==> src/rtl/pixel_scan_pkg.sv <==
// Shared types and default sizing for the pixel scan sequencer.
package pixel_scan_pkg;

  localparam int unsigned DEF_X_MAX  = 640;
  localparam int unsigned DEF_Y_MAX  = 480;
  localparam int unsigned DEF_STEP_W = 4;

  typedef enum logic [1:0] {
    RASTER     = 2'd0,
    SERPENTINE = 2'd1,
    COLUMN     = 2'd2,
    RSVD       = 2'd3
  } scan_mode_t;

  typedef enum logic [1:0] {
    DIR_RIGHT = 2'b00,
    DIR_LEFT  = 2'b01,
    DIR_DOWN  = 2'b10,
    DIR_NONE  = 2'b11
  } dir_t;

  typedef enum logic {
    ST_IDLE = 1'b0,
    ST_SCAN = 1'b1
  } scan_state_t;

endpackage

==> src/rtl/pixel_scan_gen_if.sv <==
// Coordinate stream from the scan sequencer to the window-fetch consumer.
interface pixel_scan_gen_if #(
  parameter int unsigned X_W = 10,
  parameter int unsigned Y_W = 9
);
  import pixel_scan_pkg::*;

  logic           pos_valid;
  logic           pos_ready;
  logic [X_W-1:0] pos_x;
  logic [Y_W-1:0] pos_y;
  logic           pos_last;
  dir_t           next_dir;

  modport master (
    output pos_valid, pos_x, pos_y, pos_last, next_dir,
    input  pos_ready
  );

  modport slave (
    input  pos_valid, pos_x, pos_y, pos_last, next_dir,
    output pos_ready
  );

endinterface

==> src/rtl/pixel_scan_gen_extent.sv <==
// Computes the last reachable x/y on the stride grid by repeated subtraction.
module scan_extent_calc #(
  parameter int unsigned X_W    = 10,
  parameter int unsigned Y_W    = 9,
  parameter int unsigned STEP_W = 4
) (
  input  logic              clk,
  input  logic              rst,
  input  logic              load_i,
  input  logic              clear_i,
  input  logic [X_W-1:0]    x0_i,
  input  logic [X_W-1:0]    x1_i,
  input  logic [STEP_W-1:0] sx_i,
  input  logic [Y_W-1:0]    y0_i,
  input  logic [Y_W-1:0]    y1_i,
  input  logic [STEP_W-1:0] sy_i,
  output logic [X_W-1:0]    xe_o,
  output logic [Y_W-1:0]    ye_o,
  output logic              valid_o
);

  logic              run_q, run_d;
  logic              valid_q, valid_d;
  logic [X_W:0]      rem_x_q, rem_x_d, acc_x_q, acc_x_d;
  logic [Y_W:0]      rem_y_q, rem_y_d, acc_y_q, acc_y_d;
  logic [STEP_W-1:0] sx_q, sx_d, sy_q, sy_d;
  logic              adv_x_c, adv_y_c, fin_c;

  assign adv_x_c = rem_x_q >= (X_W+1)'(sx_q);
  assign adv_y_c = rem_y_q >= (Y_W+1)'(sy_q);
  assign fin_c   = run_q && !adv_x_c && !adv_y_c;

  // Load a new job, or step both remainders until neither can take another stride.
  always_comb begin
    run_d   = run_q;
    valid_d = 1'b0;
    rem_x_d = rem_x_q;
    acc_x_d = acc_x_q;
    rem_y_d = rem_y_q;
    acc_y_d = acc_y_q;
    sx_d    = sx_q;
    sy_d    = sy_q;
    if (clear_i) begin
      run_d = 1'b0;
    end else if (load_i) begin
      run_d   = 1'b1;
      rem_x_d = {1'b0, x1_i} - {1'b0, x0_i};
      acc_x_d = {1'b0, x0_i};
      rem_y_d = {1'b0, y1_i} - {1'b0, y0_i};
      acc_y_d = {1'b0, y0_i};
      sx_d    = sx_i;
      sy_d    = sy_i;
    end else if (run_q) begin
      if (fin_c) begin
        run_d   = 1'b0;
        valid_d = 1'b1;
      end
      if (adv_x_c) begin
        rem_x_d = rem_x_q - (X_W+1)'(sx_q);
        acc_x_d = acc_x_q + (X_W+1)'(sx_q);
      end
      if (adv_y_c) begin
        rem_y_d = rem_y_q - (Y_W+1)'(sy_q);
        acc_y_d = acc_y_q + (Y_W+1)'(sy_q);
      end
    end
  end

  // Extent calculator registers.
  always_ff @(posedge clk) begin
    if (rst) begin
      run_q   <= 1'b0;
      valid_q <= 1'b0;
      rem_x_q <= '0;
      acc_x_q <= '0;
      rem_y_q <= '0;
      acc_y_q <= '0;
      sx_q    <= '0;
      sy_q    <= '0;
    end else begin
      run_q   <= run_d;
      valid_q <= valid_d;
      rem_x_q <= rem_x_d;
      acc_x_q <= acc_x_d;
      rem_y_q <= rem_y_d;
      acc_y_q <= acc_y_d;
      sx_q    <= sx_d;
      sy_q    <= sy_d;
    end
  end

  assign xe_o    = X_W'(acc_x_q);
  assign ye_o    = Y_W'(acc_y_q);
  assign valid_o = valid_q;

endmodule

==> src/rtl/pixel_scan_gen.sv <==
// ROI coordinate sequencer: raster, serpentine or column walk with stride.
module pixel_scan_gen
  import pixel_scan_pkg::*;
#(
  parameter  int unsigned X_MAX  = DEF_X_MAX,
  parameter  int unsigned Y_MAX  = DEF_Y_MAX,
  parameter  int unsigned STEP_W = DEF_STEP_W,
  localparam int unsigned X_W    = $clog2(X_MAX),
  localparam int unsigned Y_W    = $clog2(Y_MAX)
) (
  input  logic                    clk,
  input  logic                    rst,
  input  logic                    start,
  input  logic                    abort,
  input  logic [1:0]              cfg_mode,
  input  logic [X_W-1:0]          cfg_x0,
  input  logic [Y_W-1:0]          cfg_y0,
  input  logic [X_W-1:0]          cfg_x1,
  input  logic [Y_W-1:0]          cfg_y1,
  input  logic [STEP_W-1:0]       cfg_step_x,
  input  logic [STEP_W-1:0]       cfg_step_y,
  pixel_scan_gen_if.master        pos,
  output logic                    busy,
  output logic                    done,
  output logic                    cfg_err
);

  scan_state_t       state_q, state_d;
  scan_mode_t        mode_q, mode_d;
  logic [X_W-1:0]    x0_q, x0_d, pos_x_q, pos_x_d;
  logic [Y_W-1:0]    y0_q, y0_d, pos_y_q, pos_y_d;
  logic [STEP_W-1:0] sx_q, sx_d, sy_q, sy_d;
  logic              odd_q, odd_d, calc_q, calc_d;
  logic              pos_valid_q, pos_valid_d, pos_last_q, pos_last_d;
  dir_t              next_dir_q, next_dir_d;
  logic              busy_q, busy_d, done_q, done_d, cfg_err_q, cfg_err_d;

  logic              cfg_ok_c, accept_c, xfer_c, ext_valid;
  logic [X_W-1:0]    xe, succ_x, cand_x;
  logic [Y_W-1:0]    ye, succ_y, cand_y;
  logic              succ_odd, cand_odd, cand_last;
  dir_t              cand_dir;
  logic [X_W:0]      x_up_c, x_dn_c;
  logic [Y_W:0]      y_up_c;

  assign cfg_ok_c = (cfg_x0 <= cfg_x1) && (cfg_y0 <= cfg_y1) &&
                    (cfg_step_x != '0) && (cfg_step_y != '0) &&
                    (scan_mode_t'(cfg_mode) != RSVD);
  assign accept_c = (state_q == ST_IDLE) && start && cfg_ok_c;
  assign xfer_c   = pos_valid_q && pos.pos_ready;

  scan_extent_calc #(
    .X_W    (X_W),
    .Y_W    (Y_W),
    .STEP_W (STEP_W)
  ) u_extent (
    .clk     (clk),
    .rst     (rst),
    .load_i  (accept_c),
    .clear_i ((state_q == ST_SCAN) && abort),
    .x0_i    (cfg_x0),
    .x1_i    (cfg_x1),
    .sx_i    (cfg_step_x),
    .y0_i    (cfg_y0),
    .y1_i    (cfg_y1),
    .sy_i    (cfg_step_y),
    .xe_o    (xe),
    .ye_o    (ye),
    .valid_o (ext_valid)
  );

  // Stride arithmetic one bit wider than the coordinate fields.
  assign x_up_c = {1'b0, pos_x_q} + (X_W+1)'(sx_q);
  assign x_dn_c = {1'b0, pos_x_q} - (X_W+1)'(sx_q);
  assign y_up_c = {1'b0, pos_y_q} + (Y_W+1)'(sy_q);

  // Successor of the current coordinate, following the already-published direction.
  always_comb begin
    succ_x   = pos_x_q;
    succ_y   = pos_y_q;
    succ_odd = odd_q;
    case (next_dir_q)
      DIR_RIGHT: begin
        succ_x = X_W'(x_up_c);
        if (mode_q == COLUMN) succ_y = y0_q;
      end
      DIR_LEFT:  succ_x = X_W'(x_dn_c);
      DIR_DOWN: begin
        succ_y   = Y_W'(y_up_c);
        succ_odd = ~odd_q;
        if (mode_q == RASTER) succ_x = x0_q;
      end
      default: ;
    endcase
  end

  // Next coordinate to publish plus its last flag and outgoing direction.
  always_comb begin
    cand_x    = calc_q ? x0_q : succ_x;
    cand_y    = calc_q ? y0_q : succ_y;
    cand_odd  = calc_q ? 1'b0 : succ_odd;
    cand_last = 1'b0;
    cand_dir  = DIR_RIGHT;
    case (mode_q)
      SERPENTINE: begin
        if (cand_odd) begin
          cand_last = (cand_x == x0_q) && (cand_y == ye);
          cand_dir  = (cand_x == x0_q) ? DIR_DOWN : DIR_LEFT;
        end else begin
          cand_last = (cand_x == xe) && (cand_y == ye);
          cand_dir  = (cand_x == xe) ? DIR_DOWN : DIR_RIGHT;
        end
      end
      COLUMN: begin
        cand_last = (cand_x == xe) && (cand_y == ye);
        cand_dir  = (cand_y == ye) ? DIR_RIGHT : DIR_DOWN;
      end
      default: begin
        cand_last = (cand_x == xe) && (cand_y == ye);
        cand_dir  = (cand_x == xe) ? DIR_DOWN : DIR_RIGHT;
      end
    endcase
    if (cand_last) cand_dir = DIR_NONE;
  end

  // State register.
  always_ff @(posedge clk) begin
    if (rst) state_q <= ST_IDLE;
    else     state_q <= state_d;
  end

  // Next-state logic: abort wins over the final transfer.
  always_comb begin
    state_d = state_q;
    case (state_q)
      ST_IDLE: if (accept_c) state_d = ST_SCAN;
      ST_SCAN: if (abort || (xfer_c && pos_last_q)) state_d = ST_IDLE;
      default: state_d = ST_IDLE;
    endcase
  end

  // Output and datapath next values.
  always_comb begin
    mode_d      = mode_q;
    x0_d        = x0_q;
    y0_d        = y0_q;
    sx_d        = sx_q;
    sy_d        = sy_q;
    pos_x_d     = pos_x_q;
    pos_y_d     = pos_y_q;
    odd_d       = odd_q;
    calc_d      = calc_q;
    pos_valid_d = pos_valid_q;
    pos_last_d  = pos_last_q;
    next_dir_d  = next_dir_q;
    busy_d      = busy_q;
    done_d      = 1'b0;
    cfg_err_d   = 1'b0;
    case (state_q)
      ST_IDLE: begin
        if (start) begin
          if (cfg_ok_c) begin
            mode_d      = scan_mode_t'(cfg_mode);
            x0_d        = cfg_x0;
            y0_d        = cfg_y0;
            sx_d        = cfg_step_x;
            sy_d        = cfg_step_y;
            calc_d      = 1'b1;
            busy_d      = 1'b1;
            pos_valid_d = 1'b0;
            pos_last_d  = 1'b0;
            next_dir_d  = DIR_NONE;
          end else begin
            cfg_err_d = 1'b1;
          end
        end
      end
      ST_SCAN: begin
        if (abort) begin
          calc_d      = 1'b0;
          busy_d      = 1'b0;
          pos_valid_d = 1'b0;
          pos_last_d  = 1'b0;
          next_dir_d  = DIR_NONE;
        end else if (calc_q) begin
          if (ext_valid) begin
            calc_d      = 1'b0;
            pos_valid_d = 1'b1;
            pos_x_d     = cand_x;
            pos_y_d     = cand_y;
            odd_d       = cand_odd;
            pos_last_d  = cand_last;
            next_dir_d  = cand_dir;
          end
        end else if (xfer_c) begin
          if (pos_last_q) begin
            busy_d      = 1'b0;
            done_d      = 1'b1;
            pos_valid_d = 1'b0;
            pos_last_d  = 1'b0;
            next_dir_d  = DIR_NONE;
          end else begin
            pos_x_d    = cand_x;
            pos_y_d    = cand_y;
            odd_d      = cand_odd;
            pos_last_d = cand_last;
            next_dir_d = cand_dir;
          end
        end
      end
      default: ;
    endcase
  end

  // Datapath and output registers.
  always_ff @(posedge clk) begin
    if (rst) begin
      mode_q      <= RASTER;
      x0_q        <= '0;
      y0_q        <= '0;
      sx_q        <= '0;
      sy_q        <= '0;
      pos_x_q     <= '0;
      pos_y_q     <= '0;
      odd_q       <= 1'b0;
      calc_q      <= 1'b0;
      pos_valid_q <= 1'b0;
      pos_last_q  <= 1'b0;
      next_dir_q  <= DIR_RIGHT;
      busy_q      <= 1'b0;
      done_q      <= 1'b0;
      cfg_err_q   <= 1'b0;
    end else begin
      mode_q      <= mode_d;
      x0_q        <= x0_d;
      y0_q        <= y0_d;
      sx_q        <= sx_d;
      sy_q        <= sy_d;
      pos_x_q     <= pos_x_d;
      pos_y_q     <= pos_y_d;
      odd_q       <= odd_d;
      calc_q      <= calc_d;
      pos_valid_q <= pos_valid_d;
      pos_last_q  <= pos_last_d;
      next_dir_q  <= next_dir_d;
      busy_q      <= busy_d;
      done_q      <= done_d;
      cfg_err_q   <= cfg_err_d;
    end
  end

  assign pos.pos_valid = pos_valid_q;
  assign pos.pos_x     = pos_x_q;
  assign pos.pos_y     = pos_y_q;
  assign pos.pos_last  = pos_last_q;
  assign pos.next_dir  = next_dir_q;
  assign busy          = busy_q;
  assign done          = done_q;
  assign cfg_err       = cfg_err_q;

endmodule

==> src/flat_wrapper.sv <==
// flat-port wrapper written by rule: the top's interface ports become plain ports
module pixel_scan_gen_flat import pixel_scan_pkg::*;
#(
  parameter  int unsigned X_MAX  = DEF_X_MAX,
  parameter  int unsigned Y_MAX  = DEF_Y_MAX,
  parameter  int unsigned STEP_W = DEF_STEP_W,
  localparam int unsigned X_W    = $clog2(X_MAX),
  localparam int unsigned Y_W    = $clog2(Y_MAX)
)
  (clk, rst, start, abort, cfg_mode, cfg_x0, cfg_y0, cfg_x1, cfg_y1, cfg_step_x, cfg_step_y, busy, done, cfg_err, pos_pos_valid, pos_pos_x, pos_pos_y, pos_pos_last, pos_next_dir, pos_pos_ready);
  pixel_scan_gen_if #(.X_W((10)), .Y_W((9))) pos_i ();
  input  logic clk;
  input  logic rst;
  input  logic start;
  input  logic abort;
  input  logic [1:0] cfg_mode;
  input  logic [X_W-1:0] cfg_x0;
  input  logic [Y_W-1:0] cfg_y0;
  input  logic [X_W-1:0] cfg_x1;
  input  logic [Y_W-1:0] cfg_y1;
  input  logic [STEP_W-1:0] cfg_step_x;
  input  logic [STEP_W-1:0] cfg_step_y;
  output logic busy;
  output logic done;
  output logic cfg_err;
  output wire logic [$bits(pos_i.pos_valid)-1:0] pos_pos_valid;
  output wire logic [$bits(pos_i.pos_x)-1:0] pos_pos_x;
  output wire logic [$bits(pos_i.pos_y)-1:0] pos_pos_y;
  output wire logic [$bits(pos_i.pos_last)-1:0] pos_pos_last;
  output wire logic [$bits(pos_i.next_dir)-1:0] pos_next_dir;
  input wire logic [$bits(pos_i.pos_ready)-1:0] pos_pos_ready;
  assign pos_pos_valid = pos_i.pos_valid;
  assign pos_pos_x = pos_i.pos_x;
  assign pos_pos_y = pos_i.pos_y;
  assign pos_pos_last = pos_i.pos_last;
  assign pos_next_dir = pos_i.next_dir;
  assign pos_i.pos_ready = pos_pos_ready;
  pixel_scan_gen #(.X_MAX(X_MAX), .Y_MAX(Y_MAX), .STEP_W(STEP_W)) u_core (.clk(clk), .rst(rst), .start(start), .abort(abort), .cfg_mode(cfg_mode), .cfg_x0(cfg_x0), .cfg_y0(cfg_y0), .cfg_x1(cfg_x1), .cfg_y1(cfg_y1), .cfg_step_x(cfg_step_x), .cfg_step_y(cfg_step_y), .pos(pos_i), .busy(busy), .done(done), .cfg_err(cfg_err));
endmodule
==> config.mk <==
export PLATFORM = sky130hd
export DESIGN_NAME = pixel_scan_gen_flat
export DESIGN_NICKNAME = d
export VERILOG_FILES = /design/src/rtl/pixel_scan_pkg.sv /design/src/rtl/pixel_scan_gen_if.sv /design/src/rtl/pixel_scan_gen_extent.sv /design/src/rtl/pixel_scan_gen.sv /design/src/flat_wrapper.sv
export SDC_FILE = /design/constraint.sdc
export NUM_CORES = 1
export LEC_CHECK = 0
export ABC_AREA = 1
export BUFFER_PORTS_ARGS = -buffer_cell sky130_fd_sc_hd__buf_4
export CAP_MARGIN = 0
export CELL_PAD_IN_SITES_DETAIL_PLACEMENT = 1
export CELL_PAD_IN_SITES_GLOBAL_PLACEMENT = 1
export CORE_MARGIN = 2
export CORE_UTILIZATION = 30
export CTS_BUF_LIST = sky130_fd_sc_hd__clkbuf_2
export DETAILED_ROUTE_END_ITERATION = 8
export GPL_TIMING_DRIVEN = 0
export MAX_ROUTING_LAYER = met4
export PLACE_DENSITY = 0.7
export SYNTH_ARGS = -nofsm -noshare
export SYNTH_HDL_FRONTEND = slang
export SYNTH_HIERARCHICAL = 1
export SYNTH_SLANG_ARGS = --single-unit
==> constraint.sdc <==
create_clock -name clk -period 3.4 [get_ports clk]
set_input_delay 0.68 -clock clk [delete_from_list [all_inputs] [get_ports clk]]
set_output_delay 0.68 -clock clk [all_outputs]
set_load 0.01 [all_outputs]
==> out/results.ini <==
[run_status]
outcome = complete, no violations

[setup_path]
end_kind = flip-flop
worst_setup_path_startpoint = cfg_y0[6]
critical_path_class = primary input to flip-flop
rr_worst_depth = 20
ff2ff_setup_slack_ns = 0.30
cp_max_fo = 13
cp.arrival_ns = 3.77
crit_required_ns = 3.97
rr_startpoint = u_core/sx_q[0]
worstSetupStartpointType = primary input
timing.rr.end = u_core/pos.pos_last

[global_route]
busiest_layer = met2
antenna_found_initial = 1
grt_pass1_wl_mm = 53.36
use_met3 = 0.01569
grt_pass1_vias = 10067
grt_max_degree = 21
grt_use_met2 = 0.3659
grtUsageTotal = 0.2201
met1_usage = 0.2877
grt_overflow = 0

[die]
initial_core_util = 0.3028
rows = 64
chipWidth_um = 179.0
die-height_um = 179.0
io_pins = 79
die_area_sq_mm = 0.03204
fp.coreArea_sq_mm = 0.03035

[yosys]
seq_area_frac_synth = 0.2353
synth.ff_latch_count = 108
syn_inst = 1512
yosysUniqueCellTypes = 46
synth_area_per_cell_sq_um = 6.077
syn_nets = 1646
yosysWarningCount = 6
synthesis.area_sq_mm = 0.009189

[cts]
clock_latency_ns = 0.71
cts_root_buf = clkbuf_2
cts_buffer_depth = 2
cts_sinks = 108
ctsHoldBuffers = 0
numCtsBuffers = 9
cts_tree = done
cts.reportedPaths.clkPinSlew_ns = 0.38
htreeDepth = 3

[pwr]
cellLeakagePower_nw = 5.313
powerDensity_mw_per_mm2 = 429.0
p_int_mw = 2.385
swShare = 0.4726
seqPwrFrac = 0.336
clockPowerShare = 0.163
ir_drop_v = 0.0001495
combPwrFrac = 0.502
p_sw_mw = 2.137

[drt]
drt_iter0_markers = 359
avgRoutedWirePerCell_um = 16.92
first_pass_iters = 5
antenna_left = 0
drc_errors = 0
vias = 10068
wirelength_mm = 33.96
vias_per_cell = 5.016

[timing]
setup_viol = 0
skew_ns = 0.05343
fin_crit_ns = 3.191
hold_viol = 0
fmax_mhz = 313.4
slew_viol_final = 0
slew_headroom = 0.4878
fin_tns_setup_ns = 0
period_share = 0.9386
tightest_slew_ns = 0.7683

[place]
dp_cells = 1986
portBuffers = 78
gp_congestion = 0.8920
hpwl_mm = 27.51

[layout]
utilization = 0.3473
num-nets-final = 1738
syn_to_final_growth_pct = 14.71
stdcell_count = 2007
drive_gt1_frac = 0.1168

[hold_path]
min_to = u_core/cfg_err
hold_start = start
hold_class = primary input to flip-flop
hold_depth = 3

[job]
cap_viol_max_count = 0

==> flip-flops by register name, indices dropped and copies added, names as in the netlist, 2 cells and up <==
| signal | flops |
|---|---|
| u_core/u_extent/acc_x_q | 10 |
| u_core/mode_q | 2 |
| u_core/u_extent/acc_y_q | 9 |
| u_core/sx_q | 4 |
| u_core/u_extent/rem_x_q | 11 |
| u_core/pos.pos_y | 9 |
| u_core/x0_q | 10 |
| u_core/pos.next_dir | 2 |
| u_core/sy_q | 4 |
| u_core/pos.pos_x | 10 |
| u_core/u_extent/sy_q | 4 |
| u_core/y0_q | 9 |
| u_core/u_extent/rem_y_q | 10 |
| u_core/u_extent/sx_q | 4 |
==> metrics by stage <==
stage / instance area (sq um) / power [mW] / hold WS, ns / setup WS, ns
final: 10540 / 4.522 / 0.1806 / 0.2088
after global routing: 10540 / 4.926 / 0.1295 / -0.02032
after CTS: 10430 / 4.488 / 0.1345 / 0.008752
after detailed placement: 10270 / 3.738 / 0.4533 / -1.342
after global placement: 10270 / 3.655 / 0.4436 / -1.363
after floorplan: 9189 / 3.095 / 0.4297 / 0.2730
==> critical path, stage by stage <==
cell and delay, ns:
buf_4 0.14, ha_1 0.30, nand2_1 0.11, o41ai_2 0.53, nand4_1 0.33, nor2_2 0.21, nand2_1 0.15, inv_2 0.13
buf_6 0.17, clkbuf_1 0.59, nand3_1 0.23, nand3_1 0.13, a21oi_1 0.06
==> kinds of logic (layout without fill, tap and decap cells) <==
kind of cell,Yosys count,count (layout),synth area share
DFF,108,108,0.2353
other,0,2,0
buffers and inverters,262,359,0.1163
xor gates and xnor gates,14,14,0.01334
and+or+nand+nor,782,782,0.3655
adders and majority gates,81,81,0.1168
AOI/OAI and AO/OA,265,265,0.1528
==> cell usage after synthesis, drive strengths merged <==
cell,n,area [sq um]
inv,216,815.8
nand3,140,715.7
or2,6,37.53
o211ai,3,22.52
clkbuf,27,101.4
nand3b,17,127.6
nand2,419,1630
fa,8,160.2
and2,1,6.260
a21o,1,7.510
nand2b,1,6.260
xnor2,4,35.03
o311ai,1,8.760
o31ai,1,7.510
xor2,10,87.58
a221oi,2,23.77
nor4,2,12.51
a21oi,115,586.8
ha,73,913.4
dfxtp,108,2162
nor3,9,45.04
a211oi,1,7.510
o21ai,124,620.6
o41ai,1,8.760
nand4,18,112.6
buf,19,151.4
o21a,3,22.52
a31oi,1,6.260
o21bai,3,22.52
o22ai,8,50.05
nor2,169,664.4
o2111ai,1,8.760
==> power groups by stage <==
stage	logic [mW]	registers, mW	clock network [mW]
final	2.27	1.52	0.736
after global routing	2.59	1.53	0.801
after CTS	2.22	1.51	0.753
after detailed placement	2.20	1.54	0
after global placement	2.13	1.53	0
after floorplan	1.60	1.49	0
==> cell usage in the layout, fill, tap and decap left out, types with 4 or more instances in the layout <==
cell	Yosys	layout
nor2_1	161	158
o21ai_1	16	16
buf_6	5	6
dfxtp_1	108	106
nand2_2	11	19
or2_2	4	4
xor2_1	10	10
nand3_1	137	134
inv_2	4	4
nand4_1	18	18
o21ai_0	108	108
clkbuf_1	27	19
nand3b_1	17	17
ha_1	73	72
buf_4	6	87
inv_1	210	209
o22ai_1	8	8
nand2_4	4	4
xnor2_1	4	4
nand3_2	3	6
a21oi_1	112	110
fa_1	8	8
a21oi_2	3	4
nor2_2	6	8
nand2_1	404	396
nor3_1	9	8
buf_2	7	6
clkbuf_2	0	17
==> what timing repair did <==
item	CTS	global route
pin swaps	1	10
endpoints found under the setup margin	52	52
buffers inserted	1	2
gates resized for setup	7	37
==> layout make-up <==
type	instances	area, sq um
plain buffers	46	269.0
diodes	2	5.005
inverters	216	818.3
repair buffers	81	608.1
flip-flops and latches	108	2167
clock inverters	7	86.33
multi-input cells	1142	6046
well taps	396	495.5
clock buffers	9	45.04
fillers	4033	19810
==> how the worst max path moves through the flow <==
stage                                             to  slack [ns]  cells after the start
after floorplan           u_core/u_extent/rem_y_q[0]        0.27                     20
after global placement    u_core/u_extent/rem_y_q[0]       -1.36                     14
after detailed placement  u_core/u_extent/rem_y_q[0]       -1.34                     14
after CTS                 u_core/u_extent/rem_y_q[0]       0.009                     20
after global routing          u_core/pos.next_dir[1]       -0.02                     27
final                     u_core/u_extent/rem_x_q[7]        0.21                     13
==> metal layers <==
metal	routed length, um	vias up
met5	0	-
met4	575	0
met3	886	35
met2	16200	137
met1	16290	4812
li1	-	5084
Note: power is estimated with default switching activity, not from simulation.
